## config.mk

```make
export PLATFORM = sky130hd
export DESIGN_NAME = tom_int_arb
export DESIGN_NICKNAME = d
export VERILOG_FILES = /design/src/rtl/tom_int_arb.sv
export SDC_FILE = /design/constraint.sdc
export NUM_CORES = 1
export LEC_CHECK = 0
export BUFFER_PORTS_ARGS = -buffer_cell sky130_fd_sc_hd__buf_4
export CAP_MARGIN = 20
export CORE_MARGIN = 2
export CORE_UTILIZATION = 48
export CTS_CLUSTER_SIZE = 20
export DETAILED_ROUTE_END_ITERATION = 10
export MAX_ROUTING_LAYER = met4
export PLACE_DENSITY = 0.81
export SETUP_SLACK_MARGIN = 0.05
export SYNTH_ARGS = -nofsm -noshare
export SYNTH_HDL_FRONTEND = slang
export SYNTH_SLANG_ARGS = --single-unit
```

## constraint.sdc

```tcl
create_clock -name sys_clk -period 2.95 [get_ports sys_clk]
set_input_delay 0.295 -clock sys_clk [delete_from_list [all_inputs] [get_ports sys_clk]]
set_output_delay 0.295 -clock sys_clk [all_outputs]
set_load 0.02 [all_outputs]
```

## src/rtl/tom_int_arb.sv

```systemverilog
// Interrupt pending/mask/arbitration controller with a request/ack/service
// handshake toward the CPU; fixed-priority or round-robin source selection.
//
// state | meaning
// IDLE  | no request outstanding; arbitrate when any source is eligible
// REQ   | intr high, vec frozen, waiting for int_ack or withdrawal
// SVC   | CPU servicing vec; leave once its pending bit is cleared
module tom_int_arb #(
  parameter int N_SRC = 5,
  parameter int RR    = 0,
  parameter int VW    = 3
) (
  input  logic             sys_clk,
  input  logic             reset,
  input  logic [N_SRC-1:0] set,
  input  logic             clr_wr,
  input  logic [N_SRC-1:0] clr_data,
  input  logic             mask_wr,
  input  logic [N_SRC-1:0] mask_data,
  input  logic             int_ack,
  output logic             intr,
  output logic [VW-1:0]    vec,
  output logic [N_SRC-1:0] pending,
  output logic [N_SRC-1:0] mask
);

  typedef enum logic [1:0] {IDLE, REQ, SVC} state_t;

  state_t           state;
  logic [VW-1:0]    rr_ptr;
  logic [VW-1:0]    winner;
  logic [VW-1:0]    ptr_next;
  logic [N_SRC-1:0] eligible;
  logic [N_SRC-1:0] clr_bits;

  assign eligible = pending & mask;
  assign clr_bits = clr_wr ? clr_data : '0;
  assign ptr_next = (int'(vec) == N_SRC - 1) ? '0 : vec + 1'b1;

  // Scan from the search base upward with wrap; the first eligible index wins.
  always_comb begin
    int            base;
    int            idx;
    logic          found;
    logic [VW-1:0] idx_v;
    winner = '0;
    found  = 1'b0;
    base   = (RR != 0) ? int'(rr_ptr) : 0;
    idx    = 0;
    idx_v  = '0;
    for (int k = 0; k < N_SRC; k++) begin
      idx = base + k;
      if (idx >= N_SRC) idx = idx - N_SRC;
      idx_v = VW'(idx);
      if (!found && eligible[idx_v]) begin
        winner = idx_v;
        found  = 1'b1;
      end
    end
  end

  always_ff @(posedge sys_clk) begin
    if (reset) begin
      pending <= '0;
      mask    <= '0;
      state   <= IDLE;
      intr    <= 1'b0;
      vec     <= '0;
      rr_ptr  <= '0;
    end else begin
      pending <= ~clr_bits & (set | pending);
      if (mask_wr) mask <= mask_data;

      case (state)
        IDLE: begin
          if (|eligible) begin
            vec   <= winner;
            state <= REQ;
            intr  <= 1'b1;
          end
        end
        REQ: begin
          if (int_ack) begin
            state <= SVC;
            intr  <= 1'b0;
            if (RR != 0) rr_ptr <= ptr_next;
          end else if (!eligible[vec]) begin
            // source vanished before the CPU answered; no grant recorded
            state <= IDLE;
            intr  <= 1'b0;
          end
        end
        SVC: begin
          if (!pending[vec]) state <= IDLE;
        end
        default: begin
          state <= IDLE;
          intr  <= 1'b0;
        end
      endcase
    end
  end

endmodule

```

==> results.txt, run 1 <==
status - completed
nets - 134
gr usage total - 21.1%
Slew headroom - 72.8%
TritonCTS Sinks - 16
Pins Over Slew Limit - 0
max frequency - 632 MHz
FF+latch area - 320 sq um
Clock power frac - 24.1%
CP endpoint kind - register
synth unique cells - 27
maximum VDD drop - 0.000283 V
top_reg_cell synth - dfxtp_1
Syn-to-layout area delta - 34.9%
FF+latch count, synth - 16
initial antenna violation count - 0
ANT nets after route - 0
Crit path required time - 3.12 ns
max_cap viols - 0
ys async rst share - 0%
# DRC - 0
Syn Inst Count - 81
area leader, netlist - dfxtp_1
element type at the critical path start - register
area of the multi-input gates - 400 sq um
Sw Ratio - 27.1%
fill count - 131
Clock Skew - 0.000933 ns
internal power - 0.325 mW
Chip Width - 43.6 microns
full die area - 0.00190 sq mm
grt total ovfl - 0
Pleak - 0.437 nW
worst skew pair latency - 0.27 ns
kind of critical path - register to register
Tcrit/Tclk final - 53.7%
H-tree depth - 1
Root Driver - clkbuf_4
drt via density - 5.77
Setup Buffers After CTS - 0
final WL - 1.73 mm
Ports - 34
# setup viols final - 0
Initial Util - 50.5%
post-cts hold buffer count - 0
TritonCTS clock tree - done
synthesized area per cell - 9.28 sq um
slew at the pin closest to its max-slew limit - 0.402 ns
synthesis warning total - 0
vias - 739
first-pass GRT wire length - 2.95 mm
chip height - 43.6 microns
Yosys top cell area share - 42.6%
synth top area cells - dfxtp_1 (43%), mux2i_1 (9.3%), nor2_1 (7.0%), a211oi_1 (6.0%), nand2_1 (3.0%)
Worst Hold Class - input pin to register
setup tns final - 0 ns
wire length per cell - 13.5 microns
Syn Std Cell Area - 752 sq um
register area share after synthesis - 42.6%
CP max FO - 10
largest net degree at the start of global routing - 17
routability cong. - 0.829
Setup WS pre-CTS - 1.39 ns
final worst slack - 1.37 ns
core area - 0.00149 sq mm
Pre-Repair DR Iteration Count - 4
Worst-path clk slew - 0.08 ns
power share of the sequential group - 55.5%
number of global-route vias before repair - 707
Power Density - 439 mW/mm^2
WP data arrival - 1.75 ns
Comb pwr share - 20.5%
fin crit period - 1.58 ns
layout cells sized above 1 - 34.8%
Initial DRC Count - 21
number of synthesized flops with an enable pin - 0
TritonCTS buffer count - 3
diode count - 0
final hold vios - 0
RSZ-0062 raised after global routing - no
row cnt - 14
switching power - 0.121 mW
CTS Buffer Depth - 2
placed wire-length estimate - 1.36 mm
post-cts resize count - 0
port bufs - 33
post-synth net total - 101
==> metrics by stage <==
stage                     area [sq um]  hold slack, ns  total power [mW]  util [%]  instances
after global placement             992           0.473             0.341      66.6        125
final                             1010           0.188             0.445      68.2        128
after detailed placement           992           0.482             0.344      66.6        125
after CTS                         1010           0.178             0.453      68.2        128
after floorplan                    752           0.390             0.299         -         81
after global routing              1010           0.181             0.471      68.2        128
==> cell type report <==
cell class	count	share of cell area [%]
multi-input cells	59	39.5
repair buffers	33	24.4
clock buffers	3	2.22
flip-flops and latches	16	31.6
well taps	16	1.97
inverters	1	0.370
==> synthesized netlist by cell type (all sizes together) (2+ instances only) <==
cell type,count
clkbuf,3
a22oi,2
nor2,14
and4b,2
mux2i,7
o21ai,2
a31oi,2
dfxtp,16
nand2,6
buf,2
a211oi,6
a21oi,3
nand3b,3
==> flip-flops by register name, indices dropped and copies added, names as in the netlist <==
signal and cells:
pending 5, mask 5, vec 3, state 2, intr 1
==> kinds of logic after synthesis <==
family                 Yosys count  synth area share (%)
AO/OA/AOI/OAI                   21                  22.1
buffers and inverters            6                  4.16
flip-flops                      16                  42.6
multiplexers                     7                  9.32
AND/OR/NAND/NOR                 31                  21.8
==> cells in the final DEF, fill, tap and decap left out <==
cell,n
a211oi_1,6
a21bo_1,1
a21oi_1,3
a22oi_1,2
a311oi_2,1
a31oi_1,2
a32o_1,1
a41oi_2,1
and4b_1,2
buf_4,33
clkbuf_4,3
dfxtp_1,16
inv_1,1
mux2i_1,7
nand2_1,6
nand2b_1,1
nand3_1,1
nand3b_1,3
nand4b_1,1
nor2_1,14
nor3_1,1
nor4bb_1,1
o2111ai_1,1
o21ai_0,2
o311ai_1,1
or4_4,1
==> worst max-delay path: stages, from the launching register on <==
cell,delay (ns)
dfxtp_1,0.49
and4b_1,0.23
or4_4,0.52
a41oi_2,0.18
nor2_1,0.06
==> worst paths after layout <==
check / startpoint / to / slack (ns) / depth (start not counted)
worst min-delay path: clr_data[1] / pending[1]$_SDFF_PP0_ / 0.19 / 2
worst max-delay path: vec[1]$_SDFFE_PP0P_ / state[0]$_SDFFE_PP0P_ / 1.37 / 4
worst min register to register: intr$_SDFFE_PP0P_ / intr$_SDFFE_PP0P_ / 0.50 / 2
worst max register to register: vec[1]$_SDFFE_PP0P_ / state[0]$_SDFFE_PP0P_ / 1.37 / 4
==> metal layers <==
layer	share of wire [%]	global-route usage (%)	vias to the layer above
met5	0	-	-
met4	1.3	9.09	0
met3	4.7	3.75	4
met2	51	35.3	25
met1	43	24.5	346
li1	-	-	364
==> power by group through the flow <==
stage	clock network (mW)	registers, mW	logic [mW]
finish	0.107	0.247	0.0912
floorplan	0	0.260	0.0383
detailed placement	0	0.252	0.0920
global placement	0	0.251	0.0899
CTS	0.114	0.247	0.0925
global route	0.122	0.250	0.0995
(Power assumes the default switching activity.)
==> run 2: changes to the inputs <==
- CORE_UTILIZATION: 48 -> 44
- PLACE_DENSITY: 0.81 -> 0.76
- clock period: 2.95 -> 1.46 ns (I/O delays scaled with it)
==> results.txt, run 2 (synthesis gave the netlist of run 1 again) <==
status - completed
final hold vios - 0 (unchanged)
Root Driver - clkbuf_4
initial antenna violation count - 0 (unchanged)
Initial DRC Count - 33 (+57%)
Initial Util - 48.2% (-2.3 points)
Slew headroom - 66.9% (-5.9 points)
TritonCTS Sinks - 16 (unchanged)
number of global-route vias before repair - 775 (+9.6%)
max frequency - 715 MHz (+13%)
worst skew pair latency - 0.29 ns (+0.02 ns)
nets - 145 (+8.2%)
# DRC - 0 (unchanged)
gr usage total - 23.4% (+2.3 points)
RSZ-0062 raised after global routing - yes
Worst Hold Class - input pin to register
first-pass GRT wire length - 3.37 mm (+15%)
post-cts hold buffer count - 0 (unchanged)
wire length per cell - 15.3 microns (+13%)
core area - 0.00156 sq mm (+4.7%)
chip height - 45.3 microns (+4.0%)
Ports - 34 (unchanged)
slew at the pin closest to its max-slew limit - 0.497 ns (+0.0951 ns)
kind of critical path - register to register
diode count - 0 (unchanged)
layout cells sized above 1 - 46.8% (+12 points)
Tcrit/Tclk final - 95.7% (+42 points)
placed cell area - 0.00106 sq mm (+7.3%)
fin crit period - 1.40 ns (-0.186 ns)
vias - 811 (+9.7%)
ANT nets after route - 0 (unchanged)
Power, Total - 0.976 mW (+120%)
CP startpoint - vec[1]$_SDFFE_PP0P_
fill count - 116 (-11%)
Power Density - 850 mW/mm^2 (+94%)
R2R Path Start - vec[1]$_SDFFE_PP0P_
most frequent cells in the layout - buf_4 (44), nor2_1 (14), dfxtp_1 (11), mux2i_1 (7)
H-tree depth - 1 (unchanged)
largest net degree at the start of global routing - 17 (unchanged)
grt total ovfl - 0 (unchanged)
Design Area, Final - 0.00115 sq mm (+13%)
routability cong. - 0.847 (+2.2%)
TritonCTS clock tree - done
TritonCTS buffer count - 3 (unchanged)
element type at the critical path start - register
row cnt - 14 (unchanged)
maximum VDD drop - 0.000537 V (+90%)
Crit path required time - 1.65 ns (-1.47 ns)
CP max FO - 4 (-6)
Clock Skew - 0.00360 ns (+0.00266 ns)
WP data arrival - 1.58 ns (-0.17 ns)
Chip Width - 45.3 microns (+4.0%)
HP Start - clr_data[1]
Syn-to-layout area delta - 52.7%
placed wire-length estimate - 1.51 mm (+10%)
Pleak - 0.502 nW (+15%)
# setup viols final - 0 (unchanged)
drt via density - 5.79 (+0.34%)
Pins Over Slew Limit - 0 (unchanged)
full die area - 0.00206 sq mm (+8.2%)
CTS Buffer Depth - 2 (unchanged)
biggest regs - mask x5, pending x5, vec x3
max_cap viols - 0 (unchanged)
final WL - 2.14 mm (+23%)
CP endpoint kind - register
commonest non-fill, non-tap cell in the layout - buf_4
port bufs - 33 (unchanged)
Pre-Repair DR Iteration Count - 4 (unchanged)
Worst-path clk slew - 0.09 ns (about the same)
## run 2: worst max-delay path, cell delays in order (launching register included)
cell and delay, ns:
dfxtp_4 0.37, and4b_1 0.18, or4_4 0.54, a41oi_2 0.15
nor2_1 0.06
## run 2: timing repair
action / CTS / global route
endpoints found under the setup margin: 2 / 3
buffers inserted: 2 / 0
gates resized for setup: 0 / 8
pin swaps: 0 / 1
## run 2: power by group
group | total (mW) | internal [mW] | switching (mW)
clock | 0.248 | 0.106 | 0.142
combinational | 0.240 | 0.123 | 0.117
sequential | 0.488 | 0.463 | 0.0250
## run 2: final timing paths
path / to / slack, ns / cells after the start
max: state[0]$_SDFFE_PP0P_ / 0.06 / 4
min: pending[1]$_SDFF_PP0_ / 0.02 / 2
max reg2reg: state[0]$_SDFFE_PP0P_ / 0.06 / 4
min reg2reg: pending[2]$_SDFF_PP0_ / 0.53 / 2
## run 2: final cells by class
class	count	area [sq um]	share of cell area (%)
timing repair buffer	44	330	28.8
clock buffer	4	26.3	2.29
multi-input combinational	59	439	38.2
tap	16	20.0	1.74
inverter	1	3.75	0.327
sequential	16	329	28.6
## run 2: routing by layer
layer	up-vias	track usage (%)	wire length, microns
met5	-	-	0
met4	0	8.82	27
met3	4	3.60	166
met2	48	35.7	1000
met1	371	31.1	936
li1	388	-	-
## run 2: metrics by stage
| stage | utilization (%) | hold WS (ns) | TNS [ns] | setup WS, ns | instances |
|---|---|---|---|---|---|
| final | 73.7 | 0.0182 | 0 | 0.0623 | 140 |
| after floorplan | - | 0.241 | -0.0398 | -0.0247 | 81 |
| after detailed placement | 68.3 | 0.330 | 0 | 0.0289 | 134 |
| after global placement | 68.3 | 0.330 | 0 | 0.0632 | 134 |
| after global routing | 73.7 | 0.0156 | 0 | 0.0147 | 140 |
| after CTS | 70.9 | 0.0220 | 0 | 0.0561 | 140 |
==> run 3: changes to the inputs <==
- CORE_UTILIZATION: 44 -> 40
- PLACE_DENSITY: 0.76 -> 0.73
- clock period: 1.46 -> 1.2 ns (I/O delays scaled with it)
==> results.txt, run 3 (synthesis gave the netlist of run 1 again) <==
RSZ-0062 raised after global routing - yes
Worst Hold Class - input pin to register
Reg-to-Reg End - intr$_SDFFE_PP0P_
TritonCTS buffer count - 3 (unchanged)
placed wire-length estimate - 1.73 mm (+15%)
Initial DRC Count - 15 (-55%)
power share of the sequential group - 48.9% (-1.1 points)
Ports - 34 (unchanged)
setup tns final - -0.405 ns (-0.405 ns)
failing checks - setup timing
Chip Width - 47.4 microns (+4.5%)
grt total ovfl - 0 (unchanged)
H-tree depth - 1 (unchanged)
fin util - 73.6% (about the same)
largest stage delay on the critical path - 0.52 ns (-0.02 ns)
kind of critical path - register to register
commonest non-fill, non-tap cell in the layout - buf_4
TritonCTS clock tree - done
gr usage total - 24.2% (+0.73 points)
Worst-path clk slew - 0.09 ns (about the same)
max frequency - 718 MHz (+0.30%)
Initial Util - 43.1% (-5.2 points)
Setup WS pre-CTS - -0.179 ns (-0.208 ns)
slew at the pin closest to its max-slew limit - 0.348 ns (-0.149 ns)
cell count of the worst hold path - 2 (unchanged)
wire length per cell - 15.2 microns (-0.61%)
Tcrit/Tclk final - 116% (+20 points)
fin crit period - 1.39 ns (-0.00423 ns)
CP max FO - 5 (+1)
HP Start - clr_data[4]
diode count - 0 (unchanged)
# DRC - 0 (unchanged)
WP data arrival - 1.58 ns (about the same)
element type at the critical path start - register
Root Driver - clkbuf_4
final cell count without fillers - 160 (+14%)
most frequent cells in the layout - buf_4 (47), nor2_1 (14), mux2i_1 (7)
fill count - 137 (+18%)
Crit path required time - 1.39 ns (-0.26 ns)
Design Area, Final - 0.00128 sq mm (+12%)
ANT nets after route - 0 (unchanged)
Pins Over Slew Limit - 0 (unchanged)
Power Density - 947 mW/mm^2 (+11%)
internal power - 0.865 mW (+25%)
R2R Path Start - vec[1]$_SDFFE_PP0P_
# setup viols final - 3 (+3)
status - finished with violations
Syn-to-layout area delta - 70.9%
Reg2Reg Setup Slack - -0.19 ns (-0.26 ns)
hold endpoint - pending[4]$_SDFF_PP0_
vias - 855 (+5.4%)
max_cap viols - 0 (unchanged)
biggest regs - mask x5, pending x5, vec x3
chip height - 47.4 microns (+4.5%)
Pre-Repair DR Iteration Count - 7 (+3)
TritonCTS Sinks - 16 (unchanged)
CP endpoint kind - register
layout cells sized above 1 - 54.1% (+7.3 points)
Min Hold Slack - 0.0108 ns (-0.00740 ns)
CTS Buffer Depth - 2 (unchanged)
initial antenna violation count - 0 (unchanged)
worst skew pair latency - 0.29 ns (about the same)
port bufs - 33 (unchanged)
nets - 156 (+7.6%)
row cnt - 15 (+1)
CP cell instances - and4b_1, or4_4, a31oi_1, nor3_1
switching power - 0.352 mW (+24%)
Cell Count Post-Placement - 149 (+11%)
drt via density - 5.34 (-7.8%)
maximum VDD drop - 0.000750 V (+40%)
Sw Ratio - 28.9% (-0.19 points)
routability cong. - 0.805 (-4.9%)
R2R cell count - 4 (unchanged)
Clock Skew - 0.00349 ns (-0.000105 ns)
first-pass GRT wire length - 3.53 mm (+4.7%)
slowest CP cell - or4_4
final WL - 2.43 mm (+14%)
Pleak - 0.570 nW (+14%)
placed cell area - 0.00116 sq mm (+8.6%)
Clock power frac - 24.6% (-0.8 points)
final worst slack - -0.194 ns (-0.256 ns)
Power, Total - 1.22 mW (+25%)
core area - 0.00175 sq mm (+12%)
full die area - 0.00224 sq mm (+9.1%)
final hold vios - 0 (unchanged)
number of global-route vias before repair - 821 (+5.9%)
largest net degree at the start of global routing - 17 (unchanged)
Slew headroom - 76.8% (+9.9 points)
Comb pwr share - 26.5% (+1.9 points)
[run 3: area by class of cell]
cell class                 count  area (sq um)  share of cell area (%)
inverter                       1          3.75                   0.292
clock buffer                   4          26.3                    2.04
sequential                    16           350                    27.3
tap                           25          31.3                    2.43
timing repair buffer          55           438                    34.1
multi-input combinational     59           435                    33.9
[run 3: power groups by stage]
stage                     combinational [mW]  clock (mW)  sequential, mW
after floorplan                       0.0967           0           0.642
after global placement                 0.282           0           0.601
after detailed placement               0.286           0           0.604
after CTS                              0.319       0.303           0.593
after global routing                   0.344       0.325           0.598
final                                  0.322       0.300           0.595
[run 3: worst max-delay path: cells and delay by family, from the launching register on]
family	cells	cell delay [ns]
flip-flops	1	0.37
AO/OA/AOI/OAI	1	0.16
AND/OR/NAND/NOR	3	0.77
[run 3: metal layers]
layer	global-route usage, %	vias to the layer above	wire length [microns]
li1	-	412	-
met4	8.33	0	29
met1	25.9	390	981
met2	44.1	46	1250
met3	3.85	7	160
met5	-	-	0
[run 3: how the worst max path moves through the flow]
stage                        start                end  slack, ns  depth (start not counted)
5_1_grt        vec[1]$_SDFFE_PP0P_  intr$_SDFFE_PP0P_      -0.23                          4
3_5_place_dp   vec[1]$_SDFFE_PP0P_  intr$_SDFFE_PP0P_      -0.18                          4
6_report       vec[1]$_SDFFE_PP0P_  intr$_SDFFE_PP0P_      -0.19                          4
4_1_cts        vec[1]$_SDFFE_PP0P_  intr$_SDFFE_PP0P_      -0.19                          4
3_3_place_gp   vec[1]$_SDFFE_PP0P_  intr$_SDFFE_PP0P_      -0.15                          4
2_1_floorplan  vec[1]$_SDFFE_PP0P_  intr$_SDFFE_PP0P_      -0.28                          5
[run 3: repair_timing]
item                       in CTS  in global routing
pin swaps                       7                  5
hold buffers                    4                  0
resized for setup               7                  2
setup endpoints to repair       3                  7
setup buffers                   3                  1
hold endpoints to repair        4                  0
